==> src/rtl/alu_issue_ctrl.sv <==
// -----------------------------------------------------------------------------
// alu_issue_ctrl
//
// Multi-cycle issue controller on the driving side of a 16-bit ALU. It accepts
// one instruction at a time, reads operands from an internal 8x16 register
// file, applies the optional B-operand shift, and presents registered operands
// and the opcode to the ALU. It captures the ALU result and {Z,N,V} status,
// writes back, and pulses done.
//
// Ports:
//   clk, reset_n          rising-edge clock, asynchronous active-low reset
//   in_valid / in_ready   instruction handshake (ready only while idle)
//   in_mov                1: write in_imm to rd, 0: ALU instruction
//   in_op                 ALU op: 00 add, 01 sub, 10 and, 11 not-B
//   in_wb                 1: write ALU result to rd, 0: status only
//   in_rd, in_rn, in_rm   destination, A source, B source register indices
//   in_shift              B shift: 00 none, 01 LSL1, 10 LSR1, 11 ASR1
//   in_imm                immediate for mov
//   alu_ain/alu_bin/alu_op  registered ALU inputs
//   alu_out, alu_status   ALU result and {Z,N,V}
//   result, status        last captured ALU result and {Z,N,V}
//   done                  one-cycle pulse when an instruction completes
//   dbg_addr / dbg_data   combinational register-file read port
// -----------------------------------------------------------------------------
`timescale 1ns/1ps

module alu_issue_ctrl #(
    parameter int DATA_W = 16,
    parameter int NREG   = 8
) (
    input  logic              clk,
    input  logic              reset_n,
    input  logic              in_valid,
    output logic              in_ready,
    input  logic              in_mov,
    input  logic [1:0]        in_op,
    input  logic              in_wb,
    input  logic [2:0]        in_rd,
    input  logic [2:0]        in_rn,
    input  logic [2:0]        in_rm,
    input  logic [1:0]        in_shift,
    input  logic [DATA_W-1:0] in_imm,
    output logic [DATA_W-1:0] alu_ain,
    output logic [DATA_W-1:0] alu_bin,
    output logic [1:0]        alu_op,
    input  logic [DATA_W-1:0] alu_out,
    input  logic [2:0]        alu_status,
    output logic [DATA_W-1:0] result,
    output logic [2:0]        status,
    output logic              done,
    input  logic [2:0]        dbg_addr,
    output logic [DATA_W-1:0] dbg_data
);

    typedef enum logic [2:0] {
        S_IDLE,
        S_RD_A,
        S_RD_B,
        S_EXEC,
        S_WRITE
    } state_t;

    state_t            state_q, state_d;

    // Instruction fields captured at accept
    logic              mov_q, mov_d;
    logic [1:0]        op_q, op_d;
    logic              wb_q, wb_d;
    logic [2:0]        rd_q, rd_d;
    logic [2:0]        rn_q, rn_d;
    logic [2:0]        rm_q, rm_d;
    logic [1:0]        shift_q, shift_d;
    logic [DATA_W-1:0] imm_q, imm_d;

    // Datapath registers
    logic [DATA_W-1:0] a_q, a_d;
    logic [DATA_W-1:0] b_q, b_d;
    logic [DATA_W-1:0] c_q, c_d;
    logic [2:0]        status_q, status_d;
    logic [DATA_W-1:0] regs_q [NREG];
    logic [DATA_W-1:0] regs_d [NREG];

    // Registered handshake outputs
    logic              in_ready_q, in_ready_d;
    logic              done_q, done_d;

    // B-operand shifter; LSR fills with zero, ASR replicates the sign bit.
    function automatic logic [DATA_W-1:0] shift_b(
        input logic [DATA_W-1:0] x,
        input logic [1:0]        sh
    );
        logic [DATA_W-1:0] y;
        case (sh)
            2'b01:   y = {x[DATA_W-2:0], 1'b0};
            2'b10:   y = {1'b0, x[DATA_W-1:1]};
            2'b11:   y = {x[DATA_W-1], x[DATA_W-1:1]};
            default: y = x;
        endcase
        return y;
    endfunction

    always_comb begin
        state_d  = state_q;
        mov_d    = mov_q;
        op_d     = op_q;
        wb_d     = wb_q;
        rd_d     = rd_q;
        rn_d     = rn_q;
        rm_d     = rm_q;
        shift_d  = shift_q;
        imm_d    = imm_q;
        a_d      = a_q;
        b_d      = b_q;
        c_d      = c_q;
        status_d = status_q;
        regs_d   = regs_q;

        case (state_q)
            S_IDLE: begin
                if (in_valid) begin
                    mov_d   = in_mov;
                    op_d    = in_op;
                    wb_d    = in_wb;
                    rd_d    = in_rd;
                    rn_d    = in_rn;
                    rm_d    = in_rm;
                    shift_d = in_shift;
                    imm_d   = in_imm;
                    state_d = in_mov ? S_WRITE : S_RD_A;
                end
            end
            S_RD_A: begin
                a_d     = regs_q[rn_q];
                state_d = S_RD_B;
            end
            S_RD_B: begin
                b_d     = shift_b(regs_q[rm_q], shift_q);
                state_d = S_EXEC;
            end
            S_EXEC: begin
                // The ALU is only sampled here, after its inputs have been
                // stable for the whole cycle.
                c_d      = alu_out;
                status_d = alu_status;
                state_d  = S_WRITE;
            end
            S_WRITE: begin
                // Operands were read in earlier states, so rd aliasing rn/rm
                // naturally uses the old values.
                if (mov_q) begin
                    regs_d[rd_q] = imm_q;
                end else if (wb_q) begin
                    regs_d[rd_q] = c_q;
                end
                state_d = S_IDLE;
            end
            default: begin
                state_d = S_IDLE;
            end
        endcase

        // Handshake outputs are registered, so derive them from the next state.
        in_ready_d = (state_d == S_IDLE);
        done_d     = (state_d == S_WRITE);
    end

    always_ff @(posedge clk or negedge reset_n) begin
        if (!reset_n) begin
            state_q    <= S_IDLE;
            mov_q      <= 1'b0;
            op_q       <= 2'b00;
            wb_q       <= 1'b0;
            rd_q       <= 3'd0;
            rn_q       <= 3'd0;
            rm_q       <= 3'd0;
            shift_q    <= 2'b00;
            imm_q      <= '0;
            a_q        <= '0;
            b_q        <= '0;
            c_q        <= '0;
            status_q   <= 3'b000;
            in_ready_q <= 1'b1;
            done_q     <= 1'b0;
            for (int i = 0; i < NREG; i++) begin
                regs_q[i] <= '0;
            end
        end else begin
            state_q    <= state_d;
            mov_q      <= mov_d;
            op_q       <= op_d;
            wb_q       <= wb_d;
            rd_q       <= rd_d;
            rn_q       <= rn_d;
            rm_q       <= rm_d;
            shift_q    <= shift_d;
            imm_q      <= imm_d;
            a_q        <= a_d;
            b_q        <= b_d;
            c_q        <= c_d;
            status_q   <= status_d;
            in_ready_q <= in_ready_d;
            done_q     <= done_d;
            for (int i = 0; i < NREG; i++) begin
                regs_q[i] <= regs_d[i];
            end
        end
    end

    assign in_ready = in_ready_q;
    assign done     = done_q;
    assign alu_ain  = a_q;
    assign alu_bin  = b_q;
    assign alu_op   = op_q;
    assign result   = c_q;
    assign status   = status_q;
    assign dbg_data = regs_q[dbg_addr];

endmodule

==> config.mk <==
export PLATFORM = sky130hd
export DESIGN_NAME = alu_issue_ctrl
export DESIGN_NICKNAME = d
export VERILOG_FILES = /design/src/rtl/alu_issue_ctrl.sv
export SDC_FILE = /design/constraint.sdc
export NUM_CORES = 1
export LEC_CHECK = 0
export ABC_CLOCK_PERIOD_IN_PS = 2900
export CAP_MARGIN = 20
export CORE_ASPECT_RATIO = 1.2
export CORE_UTILIZATION = 55
export CTS_BUF_LIST = sky130_fd_sc_hd__clkbuf_4
export DETAILED_ROUTE_END_ITERATION = 10
export DONT_BUFFER_PORTS = 1
export PLACE_DENSITY = 0.68
export SYNTH_ARGS = -nofsm -noshare
export SYNTH_HDL_FRONTEND = slang
export SYNTH_SLANG_ARGS = --single-unit
==> constraint.sdc <==
create_clock -name clk -period 2.9 [get_ports clk]
set_clock_uncertainty 0.1 [all_clocks]
set_input_delay 0.58 -clock clk [delete_from_list [all_inputs] [get_ports clk]]
set_output_delay 0.58 -clock clk [all_outputs]
set_load 0.01 [all_outputs]
==> flow_summary.yaml, run 1 <==
run_status:
  status: "complete, but fails checks"
  violations: "negative hold slack"
grt:
  grt_overflow: 0
  grt_max_degree: 216
  antenna_found_initial: 1
  grt_first_pass_wirelength_um: 44800
  grt_pass1_vias: 8040
  track_usage: 0.286
flow_run:
  maxCapViolations: 0
place:
  port_buffers: 0
  dpl_cell_area_mm2: 0.0113
  dp.cells: 1165
  gp_congestion: 0.804
  dp_hpwl_um: 18000
  dp_slack_ns: 0.724
synthesis:
  ys_seq_elements: 215
  synth-seq-area-share: 0.485
  synthArstFlopShare: 1.00
  syn_area_mm2: 0.0111
  synthCells: 948
  synth_top_flop_cell: "dfrtp_1"
  ys_types: 36
  synth_edf_count: 0
  synth.avg_cell_area_um2: 11.7
  syn_nets: 1004
  ys_warn_count: 0
worst_hold_path:
  hp-class: "input pin to asynchronous set/reset pin"
timing:
  setup_viol: 0
  layout_setup_ws_ns: 0.323
  finalHoldViolCount: 215
  tns_ns: 0
  relSlewSlack: 0.357
  slew_violations: 0
  whs_ns: -0.492
  period_minus_slack_ns: 2.58
  timing.fmax_mhz: 388
  tightestPinTransition_ns: 0.937
  rsz0062_at_grt: "false"
  period_share: 0.888
critical_path:
  crit_fanout: 4
  crit_type: "register to primary output"
  arrival_ns: 1.90
  cp-start-kind: "register"
  r2r_slack_ns: 0.71
  crit_required_ns: 2.22
  worstSetupEndpointType: "primary output"
floorplanning:
  fp.dieArea_mm2: 0.0208
  die_w_um: 132
  pin_count: 127
  core_area_mm2: 0.0197
  die_h_um: 158
  start_util: 0.564
  rows: 56
drt:
  drt-total-wl_um: 29000
  avgRoutedWirePerCell_um: 22.2
  ant_nets: 0
  vias: 8122
  drc: 0
  via_per_inst: 6.22
  first_pass_iters: 5
  first_iter_violations: 715
cells_and_area:
  drive_gt1_frac: 0.241
  design_area_mm2: 0.0124
  area_growth_pct: 12.0
  final_util: 0.632
  layout.cells.non_filler: 1306
  regArea_mm2: 0.00539
  multi_input_area_mm2: 0.00532
  fillerInstances: 1633
  layout.nets: 1067
clock_tree:
  h-tree-depth: 2
  cts_buffers: 54
  postCtsSetupBuffers: 0
  clk_latency_ns: 0.67
  cts.clk_slew.worst_paths_ns: 0.07
  cts_tree: "built"
  root_buffer: "clkbuf_4"
  postCtsHoldBufs: 51
  cts_resized: 0
  cts.sinks: 215
  clockBufferDepth: 3
pwr:
  p_per_area_mw_per_mm2: 1190
  p_leak_nw: 5.36
  totalPowerFinal_mw: 14.8
  vdd_ir_drop_max_uv: 668
-- critical path, stage by stage (launching register included) --
cell and delay, ns:
dfrtp_1 0.41, mux4_2 0.49, mux2_2 0.32
-- synth_stat cells (3+ instances only) --
master	n	area, um2
a21oi_1	81	405
a22oi_1	30	225
a31oi_1	28	175
buf_1	5	18.8
buf_2	32	160
buf_6	13	146
clkbuf_1	26	97.6
dfrtp_1	214	5360
mux2_1	5	56.3
mux2_2	60	676
mux2i_1	92	921
mux4_2	66	1490
nand2_1	70	263
nand3_1	28	140
nor2_1	97	364
nor2b_1	3	18.8
nor4_2	4	50.1
o21ai_0	4	20.0
o21ai_1	65	325
or4_1	4	30.0
-- area by class of cell --
type / instances / share of cell area
flip-flops and latches: 215 / 0.433
multi-input cells: 652 / 0.428
repair buffers: 85 / 0.0615
clock buffers: 78 / 0.0471
well taps: 261 / 0.0262
clock inverters: 11 / 0.00332
inverters: 3 / 0.000905
diodes: 1 / 0.000201
-- cell usage in the layout, fill, tap and decap left out, types with 11 or more instances in the layout --
| cell type | n |
|---|---|
| dfrtp_1 | 212 |
| nor2_1 | 97 |
| mux2i_1 | 92 |
| a21oi_1 | 81 |
| clkbuf_4 | 78 |
| nand2_1 | 70 |
| mux4_2 | 66 |
| o21ai_1 | 65 |
| mux2_2 | 60 |
| dlygate4sd3_1 | 51 |
| buf_4 | 34 |
| a22oi_1 | 30 |
| nand3_1 | 28 |
| a31oi_1 | 28 |
| clkinv_1 | 11 |
-- path summary, 6_finish.rpt --
path / startpoint / to / depth (start not counted)
setup / recovery: regs_q[76] / dbg_data[12] / 2
hold / removal: reset_n / regs_q[50] / 0
setup reg to reg: state_q[1] / regs_q[37] / 5
hold reg to reg: imm_q[12] / imm_q[12] / 1
max in group asynchronous: reset_n / in_ready / 0
min in group clk: in_valid / state_q[0] / 4
-- cell families (layout without fill, tap and decap cells) --
group,Yosys count,in the layout,synth area share
other,0,1,0
buffers and inverters,81,177,0.0402
flip-flops,215,215,0.485
AO/OA/AOI/OAI,212,212,0.107
AND/OR/NAND/NOR,217,217,0.0858
multiplexers,223,223,0.283
-- layer usage --
| layer | part of all wire | routed length, um | vias up | GRT usage |
|---|---|---|---|---|
| met4 | 0.019 | 561 | 0 | 0.101 |
| met3 | 0.084 | 2450 | 48 | 0.0727 |
| li1 | - | - | 3668 | - |
| met5 | 0 | 0 | - | 0 |
| met1 | 0.43 | 12400 | 4063 | 0.380 |
| met2 | 0.47 | 13600 | 343 | 0.460 |
-- where the power goes --
part           internal (mW)  switching (mW)
Combinational           3.03            3.45
Clock                   1.21            1.19
Sequential              4.36            1.55
-- flip-flops by register name, summed over array words and instances (netlist names) --
name / cells
alu_ain: 16
alu_bin: 16
alu_op: 2
done: 1
imm_q: 16
in_ready: 1
mov_q: 1
rd_q: 3
regs_q: 128
result: 16
rm_q: 3
rn_q: 3
shift_q: 2
state_q: 3
status: 3
wb_q: 1
Note: power is estimated with default switching activity, not from simulation.
==> run 2: changes to the inputs <==
HOLD_SLACK_MARGIN = 0.08   (was unset)
MAX_ROUTING_LAYER = met4   (was unset)
SLEW_MARGIN = 20   (was unset)
==> flow_summary.yaml, run 2 (synthesis gave the netlist of run 1 again) <==
run_status:
  status: "complete, but fails checks"
  violations: "negative hold slack"
cells_and_area:
  layout.cells.non_filler: 1306
  design_area_mm2: 0.0124
  top_register: "regs_q"
  final_util: 0.632
  largest_reg_flops: 128
  final_cell_mix: "dfrtp_1 (212), nor2_1 (97), mux2i_1 (92)"
  area_growth_pct: 12.0
  layout.nets: 1067
  final_common_cell: "dfrtp_1"
  drive_gt1_frac: 0.241
  fillerInstances: 1633
grt:
  use_met1: 0.382
  antenna_found_initial: 1
  grt_first_pass_wirelength_um: 44800
  grt_max_degree: 216
  gr-usage-met3: 0.0692
  grt_use_met2: 0.460
  grt_pass1_vias: 8043
  grt_overflow: 0
  track_usage: 0.295
  grt-busiest-layer: "met2"
critical_path:
  rr_worst_depth: 5
  crit_fanout: 4
  r2r_end: "regs_q[41]"
  crit_type: "register to primary output"
  crit_required_ns: 2.22
  arrival_ns: 1.89
  path_cells: "mux4_2 -> mux2_2"
  r2r_slack_ns: 0.72
  crit_path_max_incr_delay_ns: 0.48
  cp-start-kind: "register"
  cpMaxStageDelayCell: "mux4_2"
  r2r_start: "state_q[1]"
  worstSetupEndpointType: "primary output"
clock_tree:
  h-tree-depth: 2
  postCtsHoldBufs: 51
  cts_resized: 0
  root_buffer: "clkbuf_4"
  postCtsSetupBuffers: 0
  clk_latency_ns: 0.67
  cts.clk_slew.worst_paths_ns: 0.07
  clockBufferDepth: 3
  cts.sinks: 215
  cts_tree: "built"
  cts_buffers: 54
timing:
  tightestPinTransition_ns: 1.00
  relSlewSlack: 0.312
  period_share: 0.886
  period_minus_slack_ns: 2.57
  whs_ns: -0.492
  rsz0062_at_grt: "false"
  slew_violations: 0
  setup_viol: 0
  finalHoldViolCount: 215
  layout_setup_ws_ns: 0.329
  timing.fmax_mhz: 389
  tns_ns: 0
floorplanning:
  fp.dieArea_mm2: 0.0208
  start_util: 0.564
  die_h_um: 158
  rows: 56
  die_w_um: 132
  pin_count: 127
  core_area_mm2: 0.0197
pwr:
  p_leak_nw: 5.36
  p_per_area_mw_per_mm2: 1190
  vdd_ir_drop_max_uv: 671
  totalPowerFinal_mw: 14.8
drt:
  first_pass_iters: 5
  ant_nets: 0
  drt-total-wl_um: 29000
  via_per_inst: 6.24
  drc: 0
  avgRoutedWirePerCell_um: 22.2
  vias: 8149
  first_iter_violations: 750
worst_hold_path:
  hp-class: "input pin to asynchronous set/reset pin"
place:
  dp_hpwl_um: 18000
  gp_congestion: 0.815
  dp_slack_ns: 0.724
  dp.cells: 1165
  port_buffers: 0
  dpl_cell_area_mm2: 0.0113
flow_run:
  maxCapViolations: 0
[run 2: how the worst max path moves through the flow]
stage / end / slack [ns] / start
global route: dbg_data[0] / 0.25 / regs_q[32]
CTS: dbg_data[15] / 0.29 / regs_q[79]
finish: dbg_data[12] / 0.33 / regs_q[76]
global placement: regs_q[41] / 0.79 / state_q[1]
detailed placement: regs_q[37] / 0.72 / state_q[2]
floorplan: dbg_data[10] / 0.31 / dbg_addr[0]
[run 2: per-layer routing]
layer	vias up	wire, um	part of all wire
met5	-	0	0
met4	0	604	0.021
met3	57	2460	0.085
met2	343	13600	0.47
met1	4079	12400	0.43
li1	3670	-	-
[run 2: worst max-delay path, delay by kind of cell, from the launching register on]
| kind | cells | cell delay [ns] |
|---|---|---|
| DFF | 1 | 0.41 |
| muxes | 2 | 0.80 |
[run 2: cell type report]
class / instances / area, um2 / share of cell area
inverter: 3 / 11.3 / 0.000905
sequential: 215 / 5390 / 0.433
clock inverter: 11 / 41.3 / 0.00332
clock buffer: 78 / 586 / 0.0471
timing repair buffer: 85 / 766 / 0.0615
antenna: 1 / 2.50 / 0.000201
multi-input combinational: 652 / 5320 / 0.428
tap: 261 / 327 / 0.0262
[run 2: power breakdown]
| part | switching [mW] | internal [mW] | total (mW) | leakage [nW] |
|---|---|---|---|---|
| combinational | 3.46 | 3.03 | 6.49 | 2.29 |
| clock | 1.19 | 1.21 | 2.40 | 0.376 |
| sequential | 1.55 | 4.36 | 5.91 | 2.69 |
| total | 6.20 | 8.61 | 14.8 | 5.36 |
==> run 3: changes to the inputs <==
ABC_CLOCK_PERIOD_IN_PS = 2500   (was 2900)
clock period = 2.5 ns   (was 2.9 ns; I/O delays follow)
==> flow_summary.yaml, run 3 (synthesis gave the netlist of run 1 again) <==
cells_and_area:
  top_register: "regs_q"
  final_common_cell: "dfrtp_1"
  final_cell_mix: "dfrtp_1 (212), buf_4 (110), nor2_1 (97)"
  largest_reg_flops: 128
  design_area_mm2: 0.0132
  regArea_mm2: 0.00539
  multi_input_area_mm2: 0.00538
  fillerInstances: 1501
  layout.cells.non_filler: 1382
  area_growth_pct: 18.5
  drive_gt1_frac: 0.300
  final_util: 0.668
  layout.nets: 1146
clock_tree:
  h-tree-depth: 2
  cts.sinks: 215
  clk_latency_ns: 0.68
  clockBufferDepth: 3
  cts_buffers: 54
  postCtsHoldBufs: 51
  root_buffer: "clkbuf_4"
  cts_tree: "built"
  cts.clk_slew.worst_paths_ns: 0.07
floorplanning:
  start_util: 0.564
  die_h_um: 158
  fp.dieArea_mm2: 0.0208
  die_w_um: 132
  rows: 56
  pin_count: 127
  core_area_mm2: 0.0197
critical_path:
  crit_required_ns: 1.90
  crit_path_max_incr_delay_ns: 0.48
  cp-start-kind: "register"
  worstSetupEndpointType: "primary output"
  crit_type: "register to primary output"
  crit_fanout: 4
  arrival_ns: 1.88
  path_cells: "mux4_2 -> mux2_4"
  cpMaxStageDelayCell: "mux4_2"
timing:
  relSlewSlack: 0.374
  tns_ns: 0
  timing.fmax_mhz: 404
  period_share: 0.991
  period_minus_slack_ns: 2.48
  rsz0062_at_grt: "true"
  layout_setup_ws_ns: 0.0217
  finalHoldViolCount: 215
  tightestPinTransition_ns: 0.932
  setup_viol: 0
  whs_ns: -0.594
  slew_violations: 0
drt:
  first_pass_iters: 5
  drc: 0
  via_per_inst: 6.18
  first_iter_violations: 732
  vias: 8544
  ant_nets: 0
  avgRoutedWirePerCell_um: 21.8
  drt-total-wl_um: 30100
grt:
  grt_max_degree: 216
  gr-usage-met3: 0.0724
  grt-busiest-layer: "met2"
  grt_overflow: 0
  antenna_found_initial: 1
  grt_pass1_vias: 8358
  grt_use_met2: 0.484
  grt_first_pass_wirelength_um: 46600
  track_usage: 0.306
  use_met1: 0.389
pwr:
  p_leak_nw: 5.85
  vdd_ir_drop_max_uv: 884
  totalPowerFinal_mw: 18.3
  p_per_area_mw_per_mm2: 1390
place:
  dpl_cell_area_mm2: 0.0114
  dp_hpwl_um: 17800
  dp_slack_ns: 0.345
  gp_congestion: 0.829
  port_buffers: 0
  dp.cells: 1167
run_status:
  status: "complete, but fails checks"
  violations: "negative hold slack"
flow_run:
  maxCapViolations: 0
worst_hold_path:
  hp-class: "input pin to asynchronous set/reset pin"
[run 3: cell types whose count changed in the layout (fill, tap and decap cells not counted), sizes merged]
cell / before / now
clkinv: 11 / 3
inv: 3 / 5
buf: 34 / 113
bufinv: 0 / 1
clkbuf: 78 / 80
[run 3: worst max-delay path: cells and delay by family, from the launching register on]
family	cells	cell delay (ns)
multiplexers	2	0.79
flip-flops	1	0.41
[run 3: power by group]
part	internal (mW)	switching (mW)	total, mW	leakage, nW
Clock	1.54	1.38	2.92	0.395
Sequential	5.06	1.56	6.62	2.69
Combinational	4.29	4.50	8.78	2.77
Total	10.9	7.44	18.3	5.85
[run 3: routing by layer]
metal  up-vias  part of all wire
met5         -                 0
met2       410              0.48
met1      4226              0.40
met4         0             0.027
met3        77             0.085
li1       3831                 -
[run 3: area by class of cell]
class,instances,area share
Antenna cell,1,0.000190
Clock buffer,80,0.0457
Clock inverter,6,0.00371
Inverter,3,0.000856
Multi-Input combinational cell,652,0.409
Sequential cell,215,0.409
Tap cell,261,0.0248
Timing Repair Buffer,164,0.106
[run 3: final timing paths]
| path | endpoint | from | depth (start not counted) | slack [ns] |
|---|---|---|---|---|
| hold / removal | regs_q[51] | reset_n | 0 | -0.59 |
| setup / recovery | dbg_data[4] | regs_q[100] | 2 | 0.02 |
| hold reg to reg | imm_q[9] | imm_q[9] | 1 | 0.39 |
| max in group asynchronous | regs_q[43] | reset_n | 0 | 2.57 |
| setup reg to reg | regs_q[1] | state_q[1] | 5 | 0.31 |
| min in group clk | state_q[0] | in_valid | 4 | 0.26 |
[run 3: what timing repair did]
item | CTS | global route
endpoints found under the setup margin | 15 | 16
pin swaps | 0 | 0
setup buffers | 31 | 46
resized for setup | 12 | 4
hold endpoints to repair | 269 | 215
